File: config.mk
export PLATFORM = sky130hd
export DESIGN_NAME = cv32e40p_irq_source
export DESIGN_NICKNAME = d
export VERILOG_FILES = /design/src/rtl/cv32e40p_pkg.sv /design/src/rtl/cv32e40p_irq_timer.sv /design/src/rtl/cv32e40p_irq_source.sv
export SDC_FILE = /design/constraint.sdc
export NUM_CORES = 1
export LEC_CHECK = 0
export ABC_AREA = 1
export BUFFER_PORTS_ARGS = -buffer_cell sky130_fd_sc_hd__buf_4
export CORE_MARGIN = 3
export CORE_UTILIZATION = 30
export DETAILED_ROUTE_END_ITERATION = 12
export HOLD_SLACK_MARGIN = 0.15
export PLACE_DENSITY = 0.57
export SYNTH_ARGS = -nofsm -noshare
export SYNTH_HDL_FRONTEND = slang
export SYNTH_SLANG_ARGS = --single-unit
File: constraint.sdc
create_clock -name clk -period 4 [get_ports clk]
set_input_delay 0.4 -clock clk [delete_from_list [all_inputs] [get_ports clk]]
set_output_delay 0.4 -clock clk [all_outputs]
set_load 0.01 [all_outputs]
File: src/rtl/cv32e40p_pkg.sv
// ---------------------------------------------------------------------------
// cv32e40p_pkg (slice)
// Shared constants for the cv32e40p core and its platform interrupt source.
//   - CSR_*IX_BIT  : bit positions of the standard machine interrupts in mip/mie
//   - IRQ_MASK     : interrupt lines the core actually implements
//   - IRQ_SRC_*    : register word offsets and defaults of cv32e40p_irq_source
// ---------------------------------------------------------------------------
package cv32e40p_pkg;

    // Standard machine interrupt positions
    localparam int CSR_MSIX_BIT = 3;
    localparam int CSR_MTIX_BIT = 7;
    localparam int CSR_MEIX_BIT = 11;

    // Implemented interrupt lines: fast interrupts 31:16 plus MEI/MTI/MSI
    localparam logic [31:0] IRQ_MASK = 32'hFFFF_0888;

    // Interrupt source: lines that are edge-captured and cleared by acknowledge
    localparam logic [31:0] IRQ_SRC_EDGE_MASK = 32'hFFFF_0000;

    // Interrupt source: register word offsets (reg_addr_i[4:2])
    localparam logic [2:0] IRQ_SRC_PEND     = 3'd0;
    localparam logic [2:0] IRQ_SRC_SET      = 3'd1;
    localparam logic [2:0] IRQ_SRC_CLR      = 3'd2;
    localparam logic [2:0] IRQ_SRC_MTIME    = 3'd3;
    localparam logic [2:0] IRQ_SRC_MTIMECMP = 3'd4;
    localparam logic [2:0] IRQ_SRC_CTRL     = 3'd5;

    // Compare value after reset: never matches a running counter until wrap
    localparam logic [31:0] IRQ_SRC_MTIMECMP_RST = 32'hFFFF_FFFF;

    // One-hot decode of a 5-bit interrupt id
    function automatic logic [31:0] irq_src_onehot(input logic [4:0] id);
        irq_src_onehot = 32'd1 << id;
    endfunction

endpackage

File: src/rtl/cv32e40p_irq_timer.sv
// ---------------------------------------------------------------------------
// cv32e40p_irq_timer
// Free-running machine timer with compare, producing a registered MTI level.
//   clk, rst_n       : clock, synchronous active-low reset
//   i_en             : counter enable (CTRL bit 0)
//   i_mtime_we       : load mtime from i_wdata (wins over the increment)
//   i_mtimecmp_we    : load mtimecmp from i_wdata
//   i_wdata          : register write data
//   o_mtime          : current counter value
//   o_mtimecmp       : current compare value
//   o_mti            : registered (i_en && mtime >= mtimecmp)
// ---------------------------------------------------------------------------
module cv32e40p_irq_timer
    import cv32e40p_pkg::*;
(
    input  logic        clk,
    input  logic        rst_n,
    input  logic        i_en,
    input  logic        i_mtime_we,
    input  logic        i_mtimecmp_we,
    input  logic [31:0] i_wdata,
    output logic [31:0] o_mtime,
    output logic [31:0] o_mtimecmp,
    output logic        o_mti
);

    logic [31:0] r_mtime;
    logic [31:0] r_mtimecmp;
    logic        r_mti;

    always_ff @(posedge clk) begin
        if (!rst_n) begin
            r_mtime    <= '0;
            r_mtimecmp <= IRQ_SRC_MTIMECMP_RST;
            r_mti      <= 1'b0;
        end else begin
            // Software load has priority; otherwise count, wrapping naturally
            if (i_mtime_we) begin
                r_mtime <= i_wdata;
            end else if (i_en) begin
                r_mtime <= r_mtime + 32'd1;
            end

            if (i_mtimecmp_we) begin
                r_mtimecmp <= i_wdata;
            end

            // Compare uses the current register values, so a write shows up
            // in MTI one cycle after it lands
            r_mti <= i_en && (r_mtime >= r_mtimecmp);
        end
    end

    assign o_mtime    = r_mtime;
    assign o_mtimecmp = r_mtimecmp;
    assign o_mti      = r_mti;

endmodule

File: src/rtl/cv32e40p_irq_source.sv
// ---------------------------------------------------------------------------
// cv32e40p_irq_source
// Platform-side interrupt generator driving the core's level-sensitive irq
// lines. Fast interrupts are rising-edge captured into pending flags and
// cleared by the core's acknowledge; MEI is a registered level of event_i[11];
// MSI is a software flag; MTI comes from the internal timer.
//   clk, rst_n        : clock, synchronous active-low reset
//   event_i[31:0]     : platform events, synchronous to clk
//   irq_o[31:0]       : level interrupt requests (registered state only)
//   irq_ack_i         : single-cycle acknowledge from the core
//   irq_id_i[4:0]     : id being acknowledged
//   reg_req_i         : register access request (always granted)
//   reg_we_i          : 1=write, 0=read
//   reg_addr_i[4:0]   : byte address, word select in [4:2]
//   reg_wdata_i[31:0] : write data
//   reg_gnt_o         : grant (= reg_req_i)
//   reg_rvalid_o      : response valid, one cycle after each access
//   reg_rdata_o[31:0] : read data (0 for writes)
// Register map: 0 PEND(R) 1 SET(W1S) 2 CLR(W1C) 3 MTIME 4 MTIMECMP 5 CTRL
// ---------------------------------------------------------------------------
module cv32e40p_irq_source
    import cv32e40p_pkg::*;
#(
    parameter int          NUM_INTERRUPTS = 32,
    parameter logic [31:0] IRQ_MASK       = cv32e40p_pkg::IRQ_MASK,
    parameter logic [31:0] EDGE_MASK      = cv32e40p_pkg::IRQ_SRC_EDGE_MASK
) (
    input  logic                      clk,
    input  logic                      rst_n,
    input  logic [NUM_INTERRUPTS-1:0] event_i,
    output logic [NUM_INTERRUPTS-1:0] irq_o,
    input  logic                      irq_ack_i,
    input  logic [4:0]                irq_id_i,
    input  logic                      reg_req_i,
    input  logic                      reg_we_i,
    input  logic [4:0]                reg_addr_i,
    input  logic [31:0]               reg_wdata_i,
    output logic                      reg_gnt_o,
    output logic                      reg_rvalid_o,
    output logic [31:0]               reg_rdata_o
);

    localparam logic [31:0] EDGE_BITS = EDGE_MASK & IRQ_MASK;

    // State
    logic [NUM_INTERRUPTS-1:0] r_event_q;
    logic [NUM_INTERRUPTS-1:0] r_pending;
    logic                      r_msip;
    logic                      r_mei_q;
    logic                      r_ctrl_en;
    logic                      r_rvalid;
    logic [31:0]               r_rdata;

    // Decode
    logic [2:0]                w_sel;
    logic                      w_wr;
    logic                      w_rd;
    logic [31:0]               w_set_wr;
    logic [31:0]               w_clr_wr;
    logic [NUM_INTERRUPTS-1:0] w_rise;
    logic [NUM_INTERRUPTS-1:0] w_ack_clr;
    logic [NUM_INTERRUPTS-1:0] w_pend_set;
    logic [NUM_INTERRUPTS-1:0] w_pend_clr;
    logic [NUM_INTERRUPTS-1:0] w_pend_nxt;
    logic [NUM_INTERRUPTS-1:0] w_irq_raw;
    logic [31:0]               w_rdata_nxt;
    logic [31:0]               w_mtime;
    logic [31:0]               w_mtimecmp;
    logic                      w_mti;
    logic                      w_unused_addr;

    assign w_sel = reg_addr_i[4:2];
    assign w_wr  = reg_req_i &  reg_we_i;
    assign w_rd  = reg_req_i & ~reg_we_i;

    // Byte offset within the word carries no meaning
    assign w_unused_addr = ^reg_addr_i[1:0];

    assign w_set_wr = (w_wr && (w_sel == IRQ_SRC_SET)) ? reg_wdata_i : '0;
    assign w_clr_wr = (w_wr && (w_sel == IRQ_SRC_CLR)) ? reg_wdata_i : '0;

    // Edge capture against last cycle's event sample
    assign w_rise = event_i & ~r_event_q & EDGE_BITS;

    // Ack only touches edge-captured lines; other ids fall outside EDGE_BITS
    assign w_ack_clr = irq_ack_i ? (irq_src_onehot(irq_id_i) & EDGE_BITS) : '0;

    assign w_pend_set = w_rise | (w_set_wr & EDGE_BITS);
    assign w_pend_clr = w_ack_clr | (w_clr_wr & EDGE_BITS);

    // Set is OR'd after the clear so a coinciding set always survives
    assign w_pend_nxt = (r_pending & ~w_pend_clr) | w_pend_set;

    always_ff @(posedge clk) begin
        if (!rst_n) begin
            r_event_q <= '0;
            r_pending <= '0;
            r_msip    <= 1'b0;
            r_mei_q   <= 1'b0;
            r_ctrl_en <= 1'b0;
        end else begin
            r_event_q <= event_i;
            r_pending <= w_pend_nxt;
            r_mei_q   <= event_i[CSR_MEIX_BIT];

            // SET and CLR share one port, so they never coincide
            if (w_set_wr[CSR_MSIX_BIT]) begin
                r_msip <= 1'b1;
            end else if (w_clr_wr[CSR_MSIX_BIT]) begin
                r_msip <= 1'b0;
            end

            if (w_wr && (w_sel == IRQ_SRC_CTRL)) begin
                r_ctrl_en <= reg_wdata_i[0];
            end
        end
    end

    cv32e40p_irq_timer u_timer (
        .clk           (clk),
        .rst_n         (rst_n),
        .i_en          (r_ctrl_en),
        .i_mtime_we    (w_wr && (w_sel == IRQ_SRC_MTIME)),
        .i_mtimecmp_we (w_wr && (w_sel == IRQ_SRC_MTIMECMP)),
        .i_wdata       (reg_wdata_i),
        .o_mtime       (w_mtime),
        .o_mtimecmp    (w_mtimecmp),
        .o_mti         (w_mti)
    );

    // irq_o is a pure function of registers: no input reaches it in-cycle
    always_comb begin
        w_irq_raw               = r_pending;
        w_irq_raw[CSR_MSIX_BIT] = r_pending[CSR_MSIX_BIT] | r_msip;
        w_irq_raw[CSR_MTIX_BIT] = r_pending[CSR_MTIX_BIT] | w_mti;
        w_irq_raw[CSR_MEIX_BIT] = r_pending[CSR_MEIX_BIT] | r_mei_q;
    end

    assign irq_o = w_irq_raw & IRQ_MASK;

    // Read mux; SET/CLR and unmapped words read 0
    always_comb begin
        w_rdata_nxt = '0;
        case (w_sel)
            IRQ_SRC_PEND:     w_rdata_nxt = irq_o;
            IRQ_SRC_MTIME:    w_rdata_nxt = w_mtime;
            IRQ_SRC_MTIMECMP: w_rdata_nxt = w_mtimecmp;
            IRQ_SRC_CTRL:     w_rdata_nxt = {31'd0, r_ctrl_en};
            default:          w_rdata_nxt = '0;
        endcase
    end

    always_ff @(posedge clk) begin
        if (!rst_n) begin
            r_rvalid <= 1'b0;
            r_rdata  <= '0;
        end else begin
            r_rvalid <= reg_req_i;
            r_rdata  <= w_rd ? w_rdata_nxt : '0;
        end
    end

    assign reg_gnt_o    = reg_req_i;
    assign reg_rvalid_o = r_rvalid;
    assign reg_rdata_o  = r_rdata;

endmodule

## Word level (Yosys, flattened, before mapping)

Index checks and enable logic that the tools add are counted.

| word-level totals | value |
|---|---|
| register bits after elaboration | 165 |
| output and inout port bits | 66 |

| cells by class | value |
|---|---|
| $lt $le $gt $ge | 1 |
| add/subtract/negate cells | 1 |
| mux-type cells | 8 |
| reductions and logical operators | 10 |
| equality and inequality tests | 5 |
| bitwise gates (word level) | 13 |
| shift operators | 1 |

Operators by type and width:

| operator | count |
|---|---|
| $mux W32 | 5 |
| $pmux W32 S4 | 1 |
| $or A32 B32 Y32 | 3 |
| $and A32 B32 Y32 | 2 |
| $not A32 Y32 | 2 |
| $add A32 B1 Y32 const B | 1 |
| $ge A32 B32 Y1 | 1 |
| $shl A1 B5 Y32 const A | 1 |
| $eq A3 B2 Y1 const B | 2 |
| $eq A3 B3 Y1 const B | 2 |
| $logic_and A1 B1 Y1 | 6 |
| $reduce_bool A2 Y1 | 2 |
| $eq A3 B1 Y1 const B | 1 |
| $logic_not A3 Y1 | 1 |
| $or A1 B1 Y1 | 3 |
| $and A1 B1 Y1 | 2 |
| $mux W1 | 2 |
| $reduce_and A2 Y1 | 1 |
| $not A1 Y1 | 1 |

## Depth between registers and ports, before layout

Gate-level depths: netlist (run 1).

| depth | value |
|---|---|
| depth in word-level cells | 7 |
| mapped depth | 12 |
| gate-level depth less buffers | 12 |

## Modules after synthesis

From an unflattened synthesis (run 1), not the netlist that was laid out.

| unflattened totals | value |
|---|---|
| cell total of the unflattened synthesis | 1064 |
| area, all modules | 7290.7 µm² |

Modules (own cells, without submodules):

| module | instances | cells each | seq. area each (µm²) | area each (µm²) |
|---|---|---|---|---|
| cv32e40p_irq_timer | 1 | 578 | 1301.2 | 4062.6 |
| cv32e40p_irq_source | 1 | 486 | 1361.3 | 3228.1 |

## Worst setup path after synthesis (run 1)

OpenSTA, ideal clock, no wires.

| timing | value |
|---|---|
| path kind | flip-flop to flip-flop |
| from | register u_timer.r_mtime[1] (netlist: u_timer.o_mtime[1]) |
| to | register u_timer.r_mtime[20] (netlist: u_timer.o_mtime[20]) |
| setup time | 0.132 ns |
| setup slack | 2.534 ns |
| period minus slack after synthesis | 1.466 ns |
| data arrival time | 1.333 ns |
| cell stages (with the launch flop) | 10 |
| required time | 3.868 ns |
| cell sequence | dfxtp_1 > ha_1 > inv_1 > nor2_4 > nand2_2 > nor2_2 > nand2_1 > xor2_1 > nand2_1 > a21oi_1 |

| between the ends | value |
|---|---|
| word-level cells in the longest chain between the ends | 3 |

RTL lines:

| element | RTL line | text |
|---|---|---|
| from (decl) | cv32e40p_irq_timer.sv:27 | `logic [31:0] r_mtime;` |
| from (signal assigned) | cv32e40p_irq_timer.sv:39 | `r_mtime <= i_wdata;` |
| from (signal assigned) | cv32e40p_irq_timer.sv:41 | `r_mtime <= r_mtime + 32'd1;` |
| $add A32 B1 Y32 | cv32e40p_irq_timer.sv:41 |  |
| $mux W32 | cv32e40p_irq_timer.sv:40 | `end else if (i_en) begin` |
| $mux W32 | cv32e40p_irq_timer.sv:38 | `if (i_mtime_we) begin` |

No other way between the ends. The select of a mux whose other input is x is not followed.
A chain may end at the register's enable or synchronous reset.

## Final worst setup path (run 1)

| timing | value |
|---|---|
| from | input reg_addr_i[3] |
| to | register r_rdata[15] (netlist: reg_rdata_o[15]) |

| between the ends | value |
|---|---|
| word-level cells in the longest chain between the ends | 2 |
| elaborated cells on any way between the ends | 5 |

RTL lines:

| element | RTL line | text |
|---|---|---|
| from (decl) | cv32e40p_irq_source.sv:36 | `input logic [4:0] reg_addr_i,` |
| $eq A3 B3 Y1, or another cell as far along | cv32e40p_irq_source.sv:144 | `case (w_sel)` |
| $pmux W32 S4 * | cv32e40p_irq_source.sv:144 |  |
| to (signal assigned) | cv32e40p_irq_source.sv:159 | `r_rdata <= w_rd ? w_rdata_nxt : '0;` |
| to (decl) | cv32e40p_irq_source.sv:52 | `logic [31:0] r_rdata;` |

Every way passes the cells marked *; elsewhere a longest branch is shown, timed or not.

==> results.cfg, run 1 <==
[power_and_ir_drop]
leakage_nw = 4.31
power_density_nw_per_um2 = 363
p_total_mw = 3.22
ir_worst_vdd_uv = 268

[drt]
drc = 0
detail-route-antenna-nets = 0
drt-total-wl_um = 21900
via_count = 6890
routedWlPerCell_um = 14.8
viasPerCell = 4.64
drt_iter0_markers = 421
firstDrtPassIters = 5

[clock_network]
cts_resized = 0
cts_tree = yes
clk_latency_ps = 420
clk_path_buf_depth = 2
cts_buffers = 17
cts-root-buf = clkbuf_16
clk_pin_slew_worst_paths_ps = 60
clock_sinks = 133
htree_levels = 4

[setup_path]
cp-start-kind = primary input
worst-r2r-cell-count = 9
critPathArrivalTime_ps = 2150
crit_type = in -> reg
end_kind = register
cp.required_ps = 4250
crit_fanout = 18

[global_routing]
grt_max_degree = 65
track_usage = 0.171
grt_first_pass_wirelength_um = 34800
grt_pass1_vias = 6484
antenna_found_initial = 0
gr-total-overflow = 0

[finish]
antenna-diode-count = 0
syn2layout_area_growth_pct = 25.2
drive_gt1_frac = 0.156
final_core_util = 0.387
final_cell_mix = nand2_1, inv_1, dfxtp_1, buf_4, a21oi_1
final_common_cell = nand2_1
layout.nets = 1271

[run]
cap_violations = 0

[floorplanning]
initial_utilization = 0.309
die_x_um = 160
dieArea_um2 = 25500
die_h_um = 160
core_area_um2 = 22900
ios = 145
rows = 55

[place]
io_buffers = 114
place.gp.congestion = 0.896
dp.final_hpwl_um = 16300

[sta]
worst_pin_slew_ps = 1130
rsz0062_at_grt = false
fin_worst_skew_ps = 10.3
fin_crit_sh = 0.475
finalSetupViolations = 0
min_period_ps = 1900
timing.fmax_ghz = 0.527
final_max_slew_viol_count = 0
tns_ps = 0
max_slew_margin = 0.244
hold_violations = 0

[synthesis]
synth_area_um2 = 7080
yosysTopAreaCell = dfxtp_1
synth-seq-cells = 133
synthDominantCellAreaShare = 0.376
synth-edff-count = 0
synth_flop_cell = dfxtp_1
ys_warn_count = 0
synthArstFlopShare = 0
synth_cells = 1044
ys_top_cells_by_area = dfxtp_1, nand2_1, inv_1
synth_cell_type_count = 35
seq_area_frac_synth = 0.376
syn_avg_cell_area_um2 = 6.78

[worst_hold_path]
whs_path_depth = 3
worstHoldPathType = in -> reg

[outcome]
status = completed
synthesized netlist by cell type, types with 7 or more instances:
cell type,count
nand2_1,298
inv_1,154
dfxtp_1,133
a21oi_1,96
nor2_1,61
o21ai_0,50
ha_1,33
nand3_1,32
buf_4,19
clkbuf_1,18
a31oi_1,17
inv_2,16
o21ai_1,15
buf_2,13
nor3_1,13
xor2_1,13
o221ai_1,12
o22ai_1,10
nor2_2,7
critical path, cell delays in order:
cell and delay (ps):
buf_4 130, nand3_4 260, inv_2 270, o31ai_1 990, a21oi_1 80
logic make-up after synthesis:
| kind of cell | after synthesis | synth area share |
|---|---|---|
| simple gates | 429 | 0.251 |
| fa+ha+maj | 33 | 0.0583 |
| xor+xnor | 17 | 0.0210 |
| buf+inv | 221 | 0.130 |
| other cells | 1 | 0.000530 |
| flops | 133 | 0.376 |
| compound gates | 210 | 0.163 |
power by group:
part | switching (mW) | internal, mW | leakage (nW)
logic | 0.173 | 0.123 | 2.96
clock network | 0.637 | 0.894 | 0.268
registers | 0.0275 | 1.36 | 1.09
total | 0.838 | 2.38 | 4.31
layout make-up:
class / count / area [um2]
Multi-Input combinational cell: 702 / 3540
Sequential cell: 133 / 2660
Inverter: 171 / 642
Fill cell: 2428 / 14100
Timing Repair Buffer: 134 / 1040
Tap cell: 313 / 392
Clock inverter: 13 / 125
Clock buffer: 19 / 453
sequential cells by signal, indices dropped and copies added (netlist names):
register,count
r_pending,16
reg_rvalid_o,1
r_event_q,17
u_timer.o_mtime,32
u_timer.o_mtimecmp,32
reg_rdata_o,32
r_ctrl_en,1
u_timer.o_mti,1
r_msip,1
per-layer routing:
metal / track usage / vias up / share of wire
met1: 0.235 / 3114 / 0.47
met3: 0.0310 / 27 / 0.054
met2: 0.274 / 221 / 0.45
met4: 0.0521 / 0 / 0.018
met5: 0 / - / 0
li1: - / 3528 / -
path summary, 6_finish.rpt:
check,startpoint,end,slack (ps)
worst max register to register,u_timer.o_mtime[1]$_SDFFE_PN0P_,u_timer.o_mtime[20]$_SDFFE_PN0P_,2160
worst min register to register,u_timer.o_mtimecmp[5]$_SDFFE_PN1P_,reg_rdata_o[5]$_SDFF_PN0_,460
worst min-delay path,event_i[25],r_event_q[25]$_SDFF_PN0_,170
worst max-delay path,reg_addr_i[3],reg_rdata_o[15]$_SDFF_PN0_,2100
metrics by stage:
| stage | setup slack, ps | hold slack [ps] | instance area (um2) | std cells |
|---|---|---|---|---|
| 2_1_floorplan | 2530 | 439 | 7120 | 1056 |
| 3_3_place_gp | 1700 | 450 | 8130 | 1438 |
| 3_5_place_dp | 1670 | 454 | 8130 | 1438 |
| 4_1_cts | 2120 | 152 | 8860 | 1485 |
| 5_1_grt | 1920 | 167 | 8860 | 1485 |
| 6_report | 2100 | 167 | 8860 | 1485 |
timing repair:
action	CTS	global route
hold endpoints to repair	15	0
hold buffers	15	0
setup buffers	0	0
Power figures use the tool's default switching activity.
==> run 2, diff against run 1 <==
- clock period: 4 -> 1.9 ns (I/O delays scaled with it)
==> run 2 against run 1 <==
Net effect: sequential share of layout area is 1.9 points lower; global-route usage up 0.16 points; clock skew down 1.7 ps; die area stayed put; critical endpoint is now u_timer.o_mtime[20]$_SDFFE_PN0P_; largest cell class unchanged; largest power group unchanged.
==> results.cfg, run 2 (synthesized netlist as in run 1, its figures left out) <==
[outcome]
status = completed

[drt]
viasPerCell = 4.57
firstDrtPassIters = 5
drt_iter0_markers = 366
drt-total-wl_um = 21900
via_count = 7032
detail-route-antenna-nets = 0
routedWlPerCell_um = 14.3
drc = 0

[clock_network]
clock_sinks = 133
cts-root-buf = clkbuf_16
clk_latency_ps = 430
clk_path_buf_depth = 2
cts_buffers = 17
cts_tree = yes
htree_levels = 4
clk_pin_slew_worst_paths_ps = 60

[sta]
min_period_ps = 1680
fin_crit_sh = 0.885
timing.fmax_ghz = 0.595
finalSetupViolations = 0
hold_ws_ps = 204
worst_pin_slew_ps = 573
final_max_slew_viol_count = 0
tns_ps = 0
fin_worst_skew_ps = 8.56
hold_violations = 0
rsz0062_at_grt = true
max_slew_margin = 0.617

[finish]
fillers = 2375
final_cell_mix = nand2_1, inv_1, dfxtp_1, buf_4, a21oi_1
syn2layout_area_growth_pct = 33.9
antenna-diode-count = 0
multiInputGateArea_um2 = 3550
final_common_cell = nand2_1
final_core_util = 0.413
stdcell_count = 1538
seq_area_um2 = 2660
layout.nets = 1325
drive_gt1_frac = 0.161

[setup_path]
cp.required_ps = 2250
rr_startpoint = u_timer.o_mtime[1]$_SDFFE_PN0P_
cp-start-kind = register
end_kind = register
worst-r2r-cell-count = 9
crit_slowest_cell = dfxtp_1
r2r_setup_slack_ps = 220
r2r-end = u_timer.o_mtime[20]$_SDFFE_PN0P_
slowest_delay_ps = 420
crit_type = reg -> reg
crit_chain = ha_1 > inv_1 > nor2_4 > nand2_2 > nor2_4 > nand2_1 > xor2_1 > nand2_1 > a21oi_1
critPathArrivalTime_ps = 2030
crit_fanout = 6

[floorplanning]
rows = 55
core_area_um2 = 22900
ios = 145
initial_utilization = 0.309
die_h_um = 160
dieArea_um2 = 25500
die_x_um = 160

[power_and_ir_drop]
p_switching_mw = 1.71
seqPwrFrac = 0.401
leakage_nw = 4.61
power_density_nw_per_um2 = 770
combPwrFrac = 0.097
ir_worst_vdd_uv = 575
intPower_mw = 5.59
switching_share = 0.234
clockPowerShare = 0.502

[global_routing]
gr-usage-met1 = 0.227
track_usage = 0.173
grt_use_met3 = 0.0356
gr-total-overflow = 0
grt_first_pass_wirelength_um = 35500
top_usage_layer = met2
grtUsageMet2 = 0.283
antenna_found_initial = 0
grt_max_degree = 71
grt_pass1_vias = 6781

[run]
cap_violations = 0

[place]
place.gp.congestion = 0.916
dp.final_hpwl_um = 16500
dp.cells = 1453
io_buffers = 114

[worst_hold_path]
min_from = reg_addr_i[3]
whs_path_depth = 4
worstHoldPathType = in -> reg
holdPathEnd = r_ctrl_en$_SDFFE_PN0P_
-- run 2: changes by cell type in the layout (fill, tap and decap cells not counted) --
| cell | before | now |
|---|---|---|
| nor3_4 | 0 | 1 |
| nor2_4 | 3 | 4 |
| nor3_2 | 1 | 0 |
| dlygate4sd3_1 | 15 | 54 |
| bufinv_16 | 1 | 5 |
| clkinv_2 | 1 | 2 |
| nor2_2 | 7 | 6 |
| buf_12 | 0 | 2 |
| clkinv_4 | 4 | 0 |
| clkinvlp_4 | 5 | 3 |
| buf_4 | 119 | 132 |
-- run 2: repair_timing --
item                                    4_1_cts  5_1_grt
resized for setup                             0        2
buffers inserted                              0        0
hold buffers                                 54        0
endpoints found under the setup margin        0        3
endpoints found under the hold margin        90        0
-- run 2: per-stage QoR --
stage	power (mW)	cell area [um2]	worst slack (ps)
finish	7.30	9470	218
global route	7.56	9470	-7.33
CTS	7.36	9460	162
detailed placement	3.60	8270	177
global placement	3.60	8270	237
floorplan	3.30	7120	434
-- run 2: worst max path at each step --
stage / startpoint / to / slack (ps)
floorplan: u_timer.o_mtime[1]$_SDFFE_PN0P_ / u_timer.o_mtime[20]$_SDFFE_PN0P_ / 430
global placement: u_timer.o_mtime[1]$_SDFFE_PN0P_ / u_timer.o_mtime[20]$_SDFFE_PN0P_ / 240
detailed placement: u_timer.o_mtime[1]$_SDFFE_PN0P_ / u_timer.o_mtime[20]$_SDFFE_PN0P_ / 180
CTS: u_timer.o_mtime[1]$_SDFFE_PN0P_ / u_timer.o_mtime[20]$_SDFFE_PN0P_ / 160
global route: u_timer.o_mtime[2]$_SDFFE_PN0P_ / u_timer.o_mtime[31]$_SDFFE_PN0P_ / -7
finish: u_timer.o_mtime[1]$_SDFFE_PN0P_ / u_timer.o_mtime[20]$_SDFFE_PN0P_ / 220
-- run 2: final cells by class --
| type | count | area share |
|---|---|---|
| inverters | 171 | 0.0677 |
| flip-flops and latches | 133 | 0.281 |
| clock inverters | 12 | 0.0211 |
| well taps | 313 | 0.0413 |
| repair buffers | 188 | 0.166 |
| clock buffers | 19 | 0.0478 |
| multi-input cells | 702 | 0.375 |
-- run 2: worst max-delay path, delay by kind of cell (launching register included) --
family / cells / cell delay (ps)
AND/OR/NAND/NOR: 5 / 670
flip-flops: 1 / 420
adder cells (fa/ha/maj): 1 / 200
XOR/XNOR: 1 / 140
AO/OA/AOI/OAI: 1 / 120
buffers and inverters: 1 / 70
-- run 2: per-layer routing --
layer  vias to the layer above  part of all wire
met4                         0             0.020
met1                      3154              0.47
met2                       200              0.46
met5                         -                 0
met3                        32             0.053
li1                       3646                 -
-- run 2: power by group through the flow --
stage | clock [mW] | sequential (mW) | combinational, mW
after floorplan | 0 | 2.99 | 0.310
after global placement | 0 | 2.99 | 0.610
after detailed placement | 0 | 2.99 | 0.615
after CTS | 3.72 | 2.93 | 0.708
after global routing | 3.84 | 2.94 | 0.784
final | 3.66 | 2.93 | 0.705
==> run 3, diff against run 2 <==
- CORE_UTILIZATION: 30 -> 25
- PLACE_DENSITY: 0.57 -> 0.51
- TNS_END_PERCENT: not set -> 1
==> run 3 against run 2 <==
Net effect: sequential cell count unchanged; non-clock buffer count up 3; cell count up 4.0%; register-to-register slack about the same; critical endpoint is now u_timer.o_mtime[23]$_SDFFE_PN0P_; first-iteration DRC count is 23% higher; die area is 19% higher; combinational power grew 2%; highest routed layer unchanged; cell area up 0.75%; clock skew about the same; sequential share of layout area shrank 0.20 points; via count up 0.17%; count of clock-buffer cells in the layout did not move.
==> results.cfg, run 3 (synthesized netlist as in run 1, its figures left out) <==
[outcome]
status = completed

[floorplanning]
initial_utilization = 0.258
rows = 60
die_h_um = 174
ios = 145
dieArea_um2 = 30400
core_area_um2 = 27400
die_x_um = 174

[power_and_ir_drop]
switching_share = 0.243
clockPowerShare = 0.491
intPower_mw = 5.43
p_total_mw = 7.17
p_switching_mw = 1.74
power_density_nw_per_um2 = 751
leakage_nw = 4.62
combPwrFrac = 0.100
ir_worst_vdd_uv = 476
seqPwrFrac = 0.408

[global_routing]
track_usage = 0.153
antenna_found_initial = 0
grt_pass1_vias = 6709
grt_max_degree = 65
gr-total-overflow = 0
grt_first_pass_wirelength_um = 36900

[drt]
firstDrtPassIters = 5
routedWlPerCell_um = 14.5
drt_iter0_markers = 452
drc = 0
detail-route-antenna-nets = 0
via_count = 7044
drt-total-wl_um = 23100
viasPerCell = 4.40

[place]
dp.cells = 1516
io_buffers = 114
place.gp.congestion = 0.851
dp.final_hpwl_um = 17800

[setup_path]
r2r_setup_slack_ps = 230
cp.required_ps = 2220
critPathMostFrequentCell = nand2_1
critPathArrivalTime_ps = 1990
crit_type = reg -> reg
end_kind = register
crit_chain = nand2_1 > nor2_1 > inv_1 > nor3_4 > nand2_1 > nand2_1 > nand3_1 > nand2_1 > inv_1
crit_fanout = 6
crit_family = simple AND/OR/NAND/NOR gates
slowest_delay_ps = 490
crit_slowest_cell = dfxtp_1
critPathBufInv = 2
cp-start-kind = register

[sta]
hold_violations = 0
finalSetupViolations = 0
max_slew_margin = 0.640
tns_ps = 0
worst_pin_slew_ps = 538
min_period_ps = 1670
timing.fmax_ghz = 0.598
rsz0062_at_grt = false
fin_crit_sh = 0.881
fin_worst_skew_ps = 8.48
final_max_slew_viol_count = 0
hold_ws_ps = 213

[finish]
syn2layout_area_growth_pct = 34.9
antenna-diode-count = 0
final_cell_mix = nand2_1, inv_1, buf_4, dfxtp_1, a21oi_1
layout.nets = 1328
stdcell_count = 1600
final_common_cell = nand2_1
drive_gt1_frac = 0.164

[clock_network]
clk_path_buf_depth = 2
cts_setup_buffers = 0
cts_tree = yes
clock_sinks = 133
cts_buffers = 17
cts-root-buf = clkbuf_16
clk_pin_slew_worst_paths_ps = 60
htree_levels = 4
clk_latency_ps = 430

[worst_hold_path]
worstHoldPathType = in -> reg

[run]
cap_violations = 0
run 3: repair_timing:
item                       4_1_cts  5_1_grt
hold buffers                    53        0
resized for setup                0        2
hold endpoints to repair        88        0
setup endpoints to repair        0        4
run 3: path summary, 6_finish.rpt:
check | start | end | cells after the start
setup / recovery | u_timer.o_mtime[12]$_SDFFE_PN0P_ | u_timer.o_mtime[23]$_SDFFE_PN0P_ | 9
hold / removal | irq_id_i[1] | r_pending[24]$_SDFF_PN0_ | 5
setup reg to reg | u_timer.o_mtime[12]$_SDFFE_PN0P_ | u_timer.o_mtime[23]$_SDFFE_PN0P_ | 9
hold reg to reg | u_timer.o_mtimecmp[5]$_SDFFE_PN1P_ | reg_rdata_o[5]$_SDFF_PN0_ | 2
run 3: per-layer routing:
| metal | part of all wire | GRT usage | vias to the layer above |
|---|---|---|---|
| met3 | 0.054 | 0.0323 | 20 |
| met2 | 0.47 | 0.251 | 193 |
| met5 | 0 | 0 | - |
| met4 | 0.010 | 0.0355 | 0 |
| met1 | 0.47 | 0.205 | 3185 |
| li1 | - | - | 3646 |
run 3: area by class of cell:
| class | count | area (um2) |
|---|---|---|
| Clock buffer | 19 | 443 |
| Clock inverter | 12 | 179 |
| Fill cell | 2971 | 17900 |
| Inverter | 171 | 642 |
| Multi-Input combinational cell | 702 | 3550 |
| Sequential cell | 133 | 2660 |
| Tap cell | 372 | 465 |
| Timing Repair Buffer | 191 | 1600 |
run 3: worst min-delay path: cells and delay by family:
kind | cells | cell delay [ps]
AOI/OAI and AO/OA | 1 | 120
and+or+nand+nor | 3 | 180
buffers and inverters | 1 | 110
run 3: power groups by stage:
| stage | clock (mW) | sequential [mW] | combinational, mW |
|---|---|---|---|
| after detailed placement | 0 | 2.99 | 0.632 |
| after floorplan | 0 | 2.99 | 0.310 |
| after CTS | 3.59 | 2.93 | 0.724 |
| final | 3.52 | 2.93 | 0.719 |
| after global placement | 0 | 2.99 | 0.627 |
| after global routing | 3.70 | 2.94 | 0.799 |
run 3: through the flow:
stage / util / setup slack (ps) / cell area, um2
global placement: 0.306 / 184 / 8390
finish: 0.348 / 227 / 9550
detailed placement: 0.306 / 175 / 8390
floorplan: - / 434 / 7120
global route: 0.348 / 20.4 / 9550
CTS: 0.348 / 161 / 9540
